===== config.mk =====
export PLATFORM = sky130hd
export DESIGN_NAME = serial_adder
export DESIGN_NICKNAME = d
export VERILOG_FILES = /design/src/rtl/serial_adder.sv
export SDC_FILE = /design/constraint.sdc
export NUM_CORES = 1
export LEC_CHECK = 0
export BUFFER_PORTS_ARGS = -buffer_cell sky130_fd_sc_hd__buf_2
export CORE_MARGIN = 5
export CORE_UTILIZATION = 54
export DETAILED_ROUTE_END_ITERATION = 7
export GPL_TIMING_DRIVEN = 0
export PLACE_DENSITY = 0.78
export SYNTH_ARGS = -nofsm -noshare
export SYNTH_HDL_FRONTEND = slang
export SYNTH_SLANG_ARGS = --single-unit

===== constraint.sdc =====
create_clock -name clk -period 1.7 [get_ports clk]
set_clock_uncertainty 0.05 [all_clocks]
set_input_delay 0.085 -clock clk [delete_from_list [all_inputs] [get_ports clk]]
set_output_delay 0.085 -clock clk [all_outputs]
set_load 0.005 [all_outputs]

===== src/rtl/serial_adder.sv =====
// Serial a+b+cin adder, BITS_PER_CYCLE bits per clock LSB first; result valid WIDTH/BITS_PER_CYCLE edges after accept.
// Result held under out_ready backpressure, no new operands until handoff; ovf port only with SERIAL_ADDER_OVF_EN.
module serial_adder #(
  parameter int WIDTH          = 8,
  parameter int BITS_PER_CYCLE = 1
) (
  input  logic             clk,
  input  logic             rst_n,
  input  logic             in_valid,
  output logic             in_ready,
  input  logic [WIDTH-1:0] a,
  input  logic [WIDTH-1:0] b,
  input  logic             cin,
  output logic             out_valid,
  input  logic             out_ready,
  output logic [WIDTH-1:0] sum,
  output logic             cout
`ifdef SERIAL_ADDER_OVF_EN
  ,
  output logic             ovf
`endif
);

  localparam int BPC   = BITS_PER_CYCLE;
  localparam int NSTEP = WIDTH / BPC;
  localparam int CNTW  = $clog2(NSTEP) + 1;

  generate
    if (WIDTH < 2 || BPC < 1 || (WIDTH % BPC) != 0) begin : g_bad_param
      $error("serial_adder: WIDTH must be >= 2 and a multiple of BITS_PER_CYCLE");
    end
  endgenerate

  typedef enum logic [1:0] {
    S_IDLE = 2'd0,
    S_RUN  = 2'd1,
    S_DONE = 2'd2
  } state_t;

  state_t            r_state;
  state_t            w_state_nxt;
  logic [WIDTH-1:0]  r_a;
  logic [WIDTH-1:0]  r_b;
  logic [WIDTH-1:0]  r_acc;
  logic [WIDTH-1:0]  r_sum;
  logic              r_carry;
  logic              r_cout;
  logic [CNTW-1:0]   r_cnt;
  logic              w_accept;
  logic              w_step;
  logic              w_last;
  logic [BPC-1:0]    w_slice;
  logic [BPC:0]      w_c;
  logic [WIDTH+BPC-1:0] w_acc_cat;
  logic [WIDTH-1:0]  w_acc_nxt;

  assign w_accept = (r_state == S_IDLE) && in_valid;
  assign w_step   = (r_state == S_RUN);
  assign w_last   = (r_cnt == CNTW'(NSTEP - 1));

  always_ff @(posedge clk or negedge rst_n) begin
    if (!rst_n) r_state <= S_IDLE;
    else        r_state <= w_state_nxt;
  end

  always_comb begin
    w_state_nxt = r_state;
    in_ready    = 1'b0;
    out_valid   = 1'b0;
    case (r_state)
      S_IDLE: begin
        in_ready = 1'b1;
        if (in_valid) w_state_nxt = S_RUN;
      end
      S_RUN: begin
        if (w_last) w_state_nxt = S_DONE;
      end
      S_DONE: begin
        out_valid = 1'b1;
        if (out_ready) w_state_nxt = S_IDLE;
      end
      default: w_state_nxt = S_IDLE;
    endcase
  end

  // Ripple chain of full-adder cells across the slice, fed by the carry flop.
  always_comb begin
    w_c     = '0;
    w_slice = '0;
    w_c[0]  = r_carry;
    for (int i = 0; i < BPC; i++) begin
      w_slice[i] = r_a[i] ^ r_b[i] ^ w_c[i];
      w_c[i+1]   = (r_a[i] & r_b[i]) | (w_c[i] & (r_a[i] ^ r_b[i]));
    end
  end

  assign w_acc_cat = {w_slice, r_acc};
  assign w_acc_nxt = WIDTH'(w_acc_cat >> BPC);

`ifdef SERIAL_ADDER_OVF_EN
  logic r_a_msb;
  logic r_b_msb;
  logic r_ovf;

  always_ff @(posedge clk or negedge rst_n) begin
    if (!rst_n) begin
      r_a_msb <= 1'b0;
      r_b_msb <= 1'b0;
      r_ovf   <= 1'b0;
    end else if (w_accept) begin
      r_a_msb <= a[WIDTH-1];
      r_b_msb <= b[WIDTH-1];
    end else if (w_step && w_last) begin
      r_ovf <= (r_a_msb == r_b_msb) && (w_acc_nxt[WIDTH-1] != r_a_msb);
    end
  end

  assign ovf = r_ovf;
`endif

  // Partial sums build in r_acc so the visible sum only changes on entry to DONE.
  always_ff @(posedge clk or negedge rst_n) begin
    if (!rst_n) begin
      r_a     <= '0;
      r_b     <= '0;
      r_acc   <= '0;
      r_sum   <= '0;
      r_carry <= 1'b0;
      r_cout  <= 1'b0;
      r_cnt   <= '0;
    end else if (w_accept) begin
      r_a     <= a;
      r_b     <= b;
      r_acc   <= '0;
      r_carry <= cin;
      r_cnt   <= '0;
    end else if (w_step) begin
      r_a     <= r_a >> BPC;
      r_b     <= r_b >> BPC;
      r_acc   <= w_acc_nxt;
      r_carry <= w_c[BPC];
      r_cnt   <= r_cnt + CNTW'(1);
      if (w_last) begin
        r_sum  <= w_acc_nxt;
        r_cout <= w_c[BPC];
      end
    end
  end

  assign sum  = r_sum;
  assign cout = r_cout;

endmodule


==> flow_summary.json <==
{
  "totalWireLength_mm": 3.79,
  "status": "complete, no violations",
  "synth_seq_cells": 39,
  "netlist_instances": 167,
  "critPathCaptureType": "flip-flop",
  "start_kind": "flip-flop",
  "drtIter0Drc": 82,
  "critPathTopFamily": "flip-flops",
  "powerDensity_nw_per_um2": 1650,
  "clockRootBuffer": "clkbuf_4",
  "postPlaceCellArea_um2": 1900,
  "syn_area_per_cell_um2": 10.1,
  "start_util_pct": 55.7,
  "finalCritPeriodShare_pct": 95.2,
  "synth-edff-count": 0,
  "rrSetupSlack_ps": 80,
  "synthToLayoutAreaGrowth_pct": 26.9,
  "drive_above_1_share_pct": 24.9,
  "hold_violations": 0,
  "fin_util_pct": 70.7,
  "cp.required_ps": 1900,
  "die_h_um": 65.9,
  "path_cells": "nor2b_2 -> buf_6 -> and4b_1 -> buf_6 -> mux2_2",
  "syn-cell-area_um2": 1690,
  "ir_worst_vdd_mv": 0.832,
  "pin_count": 32,
  "grt_pass1_wl_mm": 6.48,
  "crit_path_end": "sum[4]",
  "cp_slowest_cell": "dfrtp_1",
  "core_um2": 3030,
  "final_area_um2": 2140,
  "crit_path_start": "r_state[0]",
  "ant_nets": 0,
  "critPathMaxStageDelay_ps": 450,
  "seq_area_frac_synth_pct": 57.9,
  "overflow": 0,
  "arrival_ps": 1820,
  "cts_inserted_buffers": 5,
  "busiest_layer": "met2",
  "clock_path_buffers": 2,
  "synthArstFlopShare_pct": 100,
  "synth_ff_type": "dfrtp_1",
  "path_buf_inv": 2,
  "cap_violations": 0,
  "clk_pin_slew_ps": 110,
  "post_cts_buffers": 0,
  "synth_warnings": 0,
  "portBuffers": 31,
  "criticalPathCategory": "flip-flop to flip-flop",
  "dr.pass1.iters": 4,
  "cts_tree": "built",
  "worstPathMaxFanout": 10,
  "r2r_end": "sum[4]",
  "cts_max_level": 2,
  "synth_top_cell_by_area": "dfrtp_1",
  "synth.distinct_cells": 26,
  "wl_per_cell_um": 14.1,
  "fill_cells": 242,
  "fin_cells": 269,
  "ys_top_cells_by_area": "dfrtp_1, nand2_1, mux2_2",
  "setup_viol": 0,
  "power.leakage_nw": 1.08,
  "gp_congestion": 0.750,
  "drc": 0,
  "use_met1_pct": 23.1,
  "synth_top_area_share_pct": 57.9,
  "pre_cts_slack_ps": 74.8,
  "vias": 1438,
  "insertion_delay_ps": 350,
  "antenna_found_initial": 0,
  "slew_headroom_pct": 41.5,
  "worstSetupPathDepth": 5,
  "hp-class": "input pin to flip-flop",
  "rsz0062_at_grt": "true",
  "rr_worst_depth": 5,
  "slew_viol_final": 0,
  "reg2reg_from": "r_state[0]",
  "dp.cells": 242,
  "dieArea_um2": 4340,
  "tns_ps": 0,
  "dp_hpwl_mm": 2.56,
  "grt_use_met2_pct": 32.8,
  "die_w_um": 65.9,
  "grt_max_degree": 40,
  "grt_pass1_vias": 1485,
  "period_minus_slack_ps": 1620,
  "crit_top_cell": "buf_6",
  "grtUsageMet3_pct": 6.29,
  "via_per_inst": 5.35,
  "cts_sinks": 39,
  "max_clock_freq_ghz": 0.618,
  "synth_fp_nets": 190,
  "diodes": 0,
  "synthTopCellsByCount": "nand2_1, dfrtp_1, nand3_1, nor2_1, a31oi_1",
  "final_nets": 247,
  "grt_usage_pct": 19.9,
  "final.setup.worst_slack_ps": 80.9,
  "num_rows": 20,
  "synthMostInstantiatedCell": "nand2_1",
  "worstMarginPinSlew_ps": 876
}
==> cell type report <==
class                   count  area, um2  share of cell area, %
inverters                   1       3.75                  0.175
clock inverters             2       12.5                  0.584
repair buffers             50        345                   16.1
plain buffers              12       67.6                   3.16
clock buffers               6       41.3                   1.93
multi-input cells         115        639                   29.9
flip-flops and latches     39        976                   45.6
well taps                  44       55.1                   2.57
==> through the flow <==
step                      total power [W]  hold slack (ps)
final                             0.00354              171
after global routing              0.00385              187
after CTS                         0.00358              167
after detailed placement          0.00308              187
after global placement            0.00296              179
after floorplan                   0.00258             -261
==> placed cells by master (no fill, tap or decap) <==
cell type	count
a21o_1	1
a22oi_1	4
a31oi_1	11
and2b_1	1
and3b_1	1
and4b_1	1
buf_2	37
buf_6	2
clkbuf_1	5
clkbuf_4	5
clkinv_2	1
clkinvlp_4	1
dfrtp_1	39
dlygate4sd3_1	19
fa_1	1
ha_1	1
inv_1	1
mux2_2	9
mux2i_1	1
nand2_1	47
nand3_1	16
nand3b_1	1
nand4_1	1
nor2_1	12
nor2b_2	1
nor3b_1	1
o21ai_0	2
o21ai_1	1
or2b_1	1
or3b_1	1
==> worst reg2reg max path: stages, from the launching register on <==
cell     delay (ps)
dfrtp_1         450
nor2b_2         190
buf_6           130
and4b_1         200
buf_6           160
mux2_2          350
==> per-layer routing <==
layer	share of wire [%]	wire length, um
met3	7.1	267
met1	40	1530
met4	3.3	125
met2	49	1870
met5	0	0
==> report_power, final <==
part / internal (W) / total [W] / switching [W]
sequential: 0.00136 / 0.00164 / 0.000279
clock: 0.000159 / 0.000463 / 0.000303
combinational: 0.000656 / 0.00144 / 0.000783
total: 0.00218 / 0.00354 / 0.00136
==> worst min path at each step <==
stage,from,to,cells after the start
final,in_valid,r_a[7],4
after global routing,in_valid,r_a[7],4
after CTS,in_valid,r_a[7],4
after detailed placement,rst_n,r_a[5],1
after global placement,rst_n,r_a[4],1
after floorplan,rst_n,cout,0
==> cell families after synthesis <==
kind of cell / after synthesis / synth area share (%)
AND/OR/NAND/NOR: 84 / 22.2
buffers and inverters: 13 / 4.23
flip-flops: 39 / 57.9
AO/OA/AOI/OAI: 19 / 7.20
multiplexers: 10 / 6.60
adder cells (fa/ha/maj): 2 / 1.93
==> sequential cells by signal, indices dropped and copies added (netlist names) <==
name / flops
cout: 1
r_carry: 1
sum: 8
r_cnt: 4
r_state: 2
r_acc: 7
r_a: 8
r_b: 8
==> timing repair <==
item,in CTS,in global routing
hold buffers,19,0
endpoints found under the hold margin,57,0
setup endpoints to repair,0,1
gates resized for setup,0,0
Note: power is estimated with default switching activity, not from simulation.
